### config.mk
export PLATFORM = sky130hd
export DESIGN_NAME = rdadd_pipe
export DESIGN_NICKNAME = d
export VERILOG_FILES = /design/src/rtl/rdadd_pipe.sv
export SDC_FILE = /design/constraint.sdc
export NUM_CORES = 1
export LEC_CHECK = 0
export ABC_AREA = 1
export BUFFER_PORTS_ARGS = -buffer_cell sky130_fd_sc_hd__buf_2
export CORE_UTILIZATION = 30
export DETAILED_ROUTE_END_ITERATION = 12
export PLACE_DENSITY = 0.44
export REMOVE_ABC_BUFFERS = 1
export SLEW_MARGIN = 20
export SYNTH_ARGS = -nofsm -noshare
export SYNTH_HDL_FRONTEND = slang
export SYNTH_SLANG_ARGS = --single-unit
### constraint.sdc
create_clock -name clk -period 4.71 [get_ports clk]
set_input_delay 0.471 -clock clk [delete_from_list [all_inputs] [get_ports clk]]
set_output_delay 0.471 -clock clk [all_outputs]
set_load 0.005 [all_outputs]
### src/rtl/rdadd_pipe.sv
// rdadd_pipe: pipelined recursive-doubling (kill/propagate/generate) adder /
// subtractor with a valid/ready handshake.
//
// Ports
//   clk, rst              clock; synchronous active-high reset
//   in_valid / in_ready   operand beat handshake (in_ready = global advance)
//   a, b [WIDTH]          operands
//   cin                   carry-in for add; ignored when sub=1
//   sub                   0: a+b+cin, 1: a-b (a + ~b + 1)
//   out_valid / out_ready result beat handshake
//   sum [WIDTH]           result modulo 2^WIDTH
//   cout                  carry out of MSB (1 = no borrow when subtracting)
//   ovf                   signed overflow, c[WIDTH] ^ c[WIDTH-1]
//   zero                  sum == 0
//
// Pipeline: G (operand encode) -> D1..D(LOG2W) (doubling levels) -> S (sum).
// Every register advances on one shared enable, so a stall freezes the whole
// pipe and bubbles are never collapsed.

// One doubling level: a position still propagating inherits the KPG state of
// the position DIST below it; resolved (kill/generate) positions are kept.
module rdadd_dbl #(
   parameter int WIDTH = 16,
   parameter int DIST  = 1
) (
   input  logic [WIDTH-1:0][1:0] kpg_i,
   output logic [WIDTH-1:0][1:0] kpg_o
);
   always_comb begin
      kpg_o = kpg_i;
      for (int i = DIST; i < WIDTH; i++)
         if (kpg_i[i][1] != kpg_i[i][0]) kpg_o[i] = kpg_i[i-DIST];
   end
endmodule

module rdadd_pipe #(
   parameter int WIDTH = 16
) (
   input  logic             clk,
   input  logic             rst,
   input  logic             in_valid,
   output logic             in_ready,
   input  logic [WIDTH-1:0] a,
   input  logic [WIDTH-1:0] b,
   input  logic             cin,
   input  logic             sub,
   output logic             out_valid,
   input  logic             out_ready,
   output logic [WIDTH-1:0] sum,
   output logic             cout,
   output logic             ovf,
   output logic             zero
);
   localparam int LOG2W = $clog2(WIDTH);

   // sub is folded entirely into b' and c0 at stage G, so only c0 and the
   // propagate bits need to travel with the KPG vector.
   typedef struct packed {
      logic [WIDTH-1:0][1:0] kpg;
      logic [WIDTH-1:0]      p;
      logic                  c0;
   } stg_t;

   stg_t                  stg_q [LOG2W+1];   // [0] = G, [s] = Ds
   logic [LOG2W:0]        vld_pipe;
   logic [WIDTH-1:0][1:0] kpg_dbl [1:LOG2W];
   stg_t                  g_d;
   logic [WIDTH-1:0]      bx;
   logic                  c0;
   logic [WIDTH:0]        c;
   logic [WIDTH-1:0]      s_sum;
   logic                  adv;

   assign adv      = out_ready | ~out_valid;
   assign in_ready = adv;

   // Stage G encode. Bit 0 is pre-resolved against c0 so that after LOG2W
   // doublings every position is kill or generate.
   always_comb begin
      bx      = sub ? ~b : b;
      c0      = sub | cin;
      g_d.p   = a ^ bx;
      g_d.c0  = c0;
      for (int i = 0; i < WIDTH; i++) g_d.kpg[i] = {a[i], bx[i]};
      if (g_d.p[0]) g_d.kpg[0] = {c0, c0};
   end

   for (genvar s = 1; s <= LOG2W; s++) begin : g_dbl
      rdadd_dbl #(.WIDTH(WIDTH), .DIST(1 << (s-1))) u_dbl (
         .kpg_i (stg_q[s-1].kpg),
         .kpg_o (kpg_dbl[s])
      );
   end

   // Stage S: resolved KPG bit 0 of position i is the carry into i+1.
   always_comb begin
      c[0] = stg_q[LOG2W].c0;
      for (int i = 0; i < WIDTH; i++) c[i+1] = stg_q[LOG2W].kpg[i][0];
      s_sum = stg_q[LOG2W].p ^ c[WIDTH-1:0];
   end

   always_ff @(posedge clk) begin
      if (rst) begin
         vld_pipe  <= '0;
         for (int s = 0; s <= LOG2W; s++) stg_q[s] <= '0;
         out_valid <= 1'b0;
         sum       <= '0;
         cout      <= 1'b0;
         ovf       <= 1'b0;
         zero      <= 1'b0;
      end else if (adv) begin
         vld_pipe[0] <= in_valid;
         stg_q[0]    <= g_d;
         for (int s = 1; s <= LOG2W; s++) begin
            vld_pipe[s]  <= vld_pipe[s-1];
            stg_q[s].kpg <= kpg_dbl[s];
            stg_q[s].p   <= stg_q[s-1].p;
            stg_q[s].c0  <= stg_q[s-1].c0;
         end
         out_valid <= vld_pipe[LOG2W];
         sum       <= s_sum;
         cout      <= c[WIDTH];
         ovf       <= c[WIDTH] ^ c[WIDTH-1];
         zero      <= ~|s_sum;
      end
   end
endmodule
==> impl_metrics.ini <==
[hold_path]
holdCritPathClass = in2reg
hp-start = in_valid

[timing]
fin_crit_sh_pct = 55.95
layout_min_cycle_time_ns = 2.635
tns_ns = 0
slew_violations = 0
slew_headroom_pct = 34.64
rsz0062_at_grt = false
timing.fmax_mhz = 379.4
whs_ns = 0.1592
hold_violations = 0
worst_clock_skew_ns = 0.01163
setup_viol = 0
worstMarginPinSlew_ns = 0.9803

[flow_run]
maxCapViolCount = 0

[power_and_ir_drop]
p_leak_uw = 0.004511
power_frac_clock_pct = 43.3
intPower_uw = 3683
ir_drop_uv = 245.8
p_switching_uw = 948.7
cellPowerDensity_nw_per_um2 = 406.3
p_sw_share_pct = 20.48
p_seq_share_pct = 52.6
pwr-share-comb_pct = 4.1

[routing]
drtIter0Drc = 286
drc = 0
wl_mm = 17.70
num_vias = 5855
antenna_left = 0
drt_pass1_iterations = 4
via_per_inst = 4.158
wl_per_cell_um = 12.57

[worst_setup_path]
critPathArrivalTime_ns = 2.89
critical_path_required_ns = 4.97
rrSetupSlack_ns = 2.07
r2r_start = out_valid$_SDFFE_PP0P_
crit_type = reg2reg
end_kind = flip-flop
startpoint = out_valid$_SDFFE_PP0P_
critPathMaxFanout = 85
worstSetupStartpointType = flip-flop

[clocking]
cts_setup_buffers = 0
clk_path_buf_depth = 3
h-tree-depth = 1
cts_tree = yes
cts_buffers = 28
clk_pin_slew_worst_paths_ns = 0.06
ctsHoldBuffers = 0
cts_resized = 0
cts-root-buf = clkbuf_16
clock_sinks = 239
clock_latency_ns = 0.53

[placement]
io_buffers = 58
place_hpwl_mm = 11.25
gp_congestion = 0.6840
placed_cells = 1359

[final_layout]
n_antenna_cell = 0
syn_to_final_growth_pct = 16.23
fillers = 3238
drive_gt1_share_pct = 11.31
nets = 992
stdcell_count = 1408
final_util_pct = 35.75

[synthesis]
postSynthAreaPerCell_um2 = 11.11
yosysTopAreaCellShare_pct = 65.53
yosys_warnings = 0
syn_area_um2 = 9807
synth_top_area_cell = edfxtp_1
synth.area.top_cells = edfxtp_1, nor2_1, inv_1
synthCells = 883
ys_seq_elements = 239
synth-seq-area-share_pct = 70.63
synthDistinctLibCells = 25

[global_routing]
grt_pass1_vias = 5670
overflow = 0
grt_max_degree = 101
grt_pass1_wl_mm = 29.14
antenna_found_initial = 0
grt_use_total_pct = 10.84

[die]
rows = 65
die_h_um = 182.8
io_pins = 59
start_util_pct = 30.76
core_area_um2 = 31880
dieArea_um2 = 33420
die-width_um = 182.8

[run_status]
run_status = complete, no violations
-- power groups by stage --
stage	Clock (µW)	Sequential, µW	Combinational (µW)
after floorplan	0	2460	128
after global placement	0	2480	191
after detailed placement	0	2480	193
after CTS	2080	2430	195
after global routing	2160	2440	224
final	2010	2430	190
-- flip-flops by register name (all words and copies together) (netlist names) --
signal / cells
vld_pipe: 5
cout: 1
sum: 16
out_valid: 1
ovf: 1
zero: 1
stg_q: 214
-- critical path, stage by stage, from the launching register on --
cell and delay, ns:
dfxtp_1 0.32, inv_1 0.05, nor2_2 0.28, nor2_4 0.04, buf_4 0.30, inv_4 0.72, buf_4 0.47, nor2_1 0.09
-- synthesized netlist by cell type (all sizes together) --
cell type / instances
clkbuf: 5
buf: 18
dfxtp: 25
xnor2: 7
a21oi: 99
nand2: 61
nand3: 4
a22o: 5
nor2: 216
o22ai: 4
o21ai: 64
xor2: 15
or2: 1
inv: 145
edfxtp: 214
-- path summary, 6_finish.rpt --
| path | endpoint | cells past startpoint |
|---|---|---|
| setup reg to reg | stg_q[4][19]$_SDFFCE_PN0P_ | 7 |
| hold / removal | vld_pipe[0]$_SDFFE_PP0P_ | 3 |
| hold reg to reg | zero$_SDFFE_PP0P_ | 2 |
| setup / recovery | stg_q[4][19]$_SDFFCE_PN0P_ | 7 |
-- layout by cell type (no fill, tap or decap), drive strengths merged --
| cell type | count |
|---|---|
| clkbuf | 40 |
| bufinv | 2 |
| or2 | 1 |
| nor2 | 216 |
| a22o | 5 |
| o22ai | 4 |
| o21ai | 64 |
| dfxtp | 25 |
| clkinv | 7 |
| buf | 64 |
| xnor2 | 7 |
| edfxtp | 214 |
| nand2 | 61 |
| nand3 | 4 |
| xor2 | 15 |
| inv | 145 |
| a21oi | 99 |
-- stage by stage --
step / worst slack, ns / power, µW / cell area, µm²
detailed placement: 1.777 / 2672 / 10540
global placement: 1.842 / 2669 / 10540
finish: 2.075 / 4631 / 11400
global route: 1.811 / 4827 / 11400
floorplan: 0.5379 / 2589 / 9647
CTS: 1.983 / 4706 / 11400
-- area by class of cell --
cell class / count / area [µm²] / share of cell area (%)
Clock buffer: 40 / 767.0 / 6.729
Clock inverter: 9 / 88.84 / 0.7794
Inverter: 145 / 546.8 / 4.797
Multi-Input combinational cell: 476 / 2190 / 19.21
Sequential cell: 239 / 6927 / 60.77
Tap cell: 435 / 544.3 / 4.775
Timing Repair Buffer: 64 / 335.3 / 2.942
-- per-layer routing --
metal / routed length [µm] / up-vias / track usage (%) / share of wire, %
met4: 350 / 0 / 3.133 / 2.0
met5: 0 / - / 0 / 0
met1: 8411 / 2651 / 14.22 / 48
li1: - / 3069 / - / -
met2: 8180 / 101 / 18.23 / 46
met3: 757 / 34 / 2.085 / 4.3
-- cell families after synthesis --
logic type	synth area share, %
buffers and inverters	7.183
AND/OR/NAND/NOR	11.20
XOR/XNOR	1.965
AO/OA/AOI/OAI	9.020
flip-flops	70.63
Note: power is estimated with default switching activity, not from simulation.
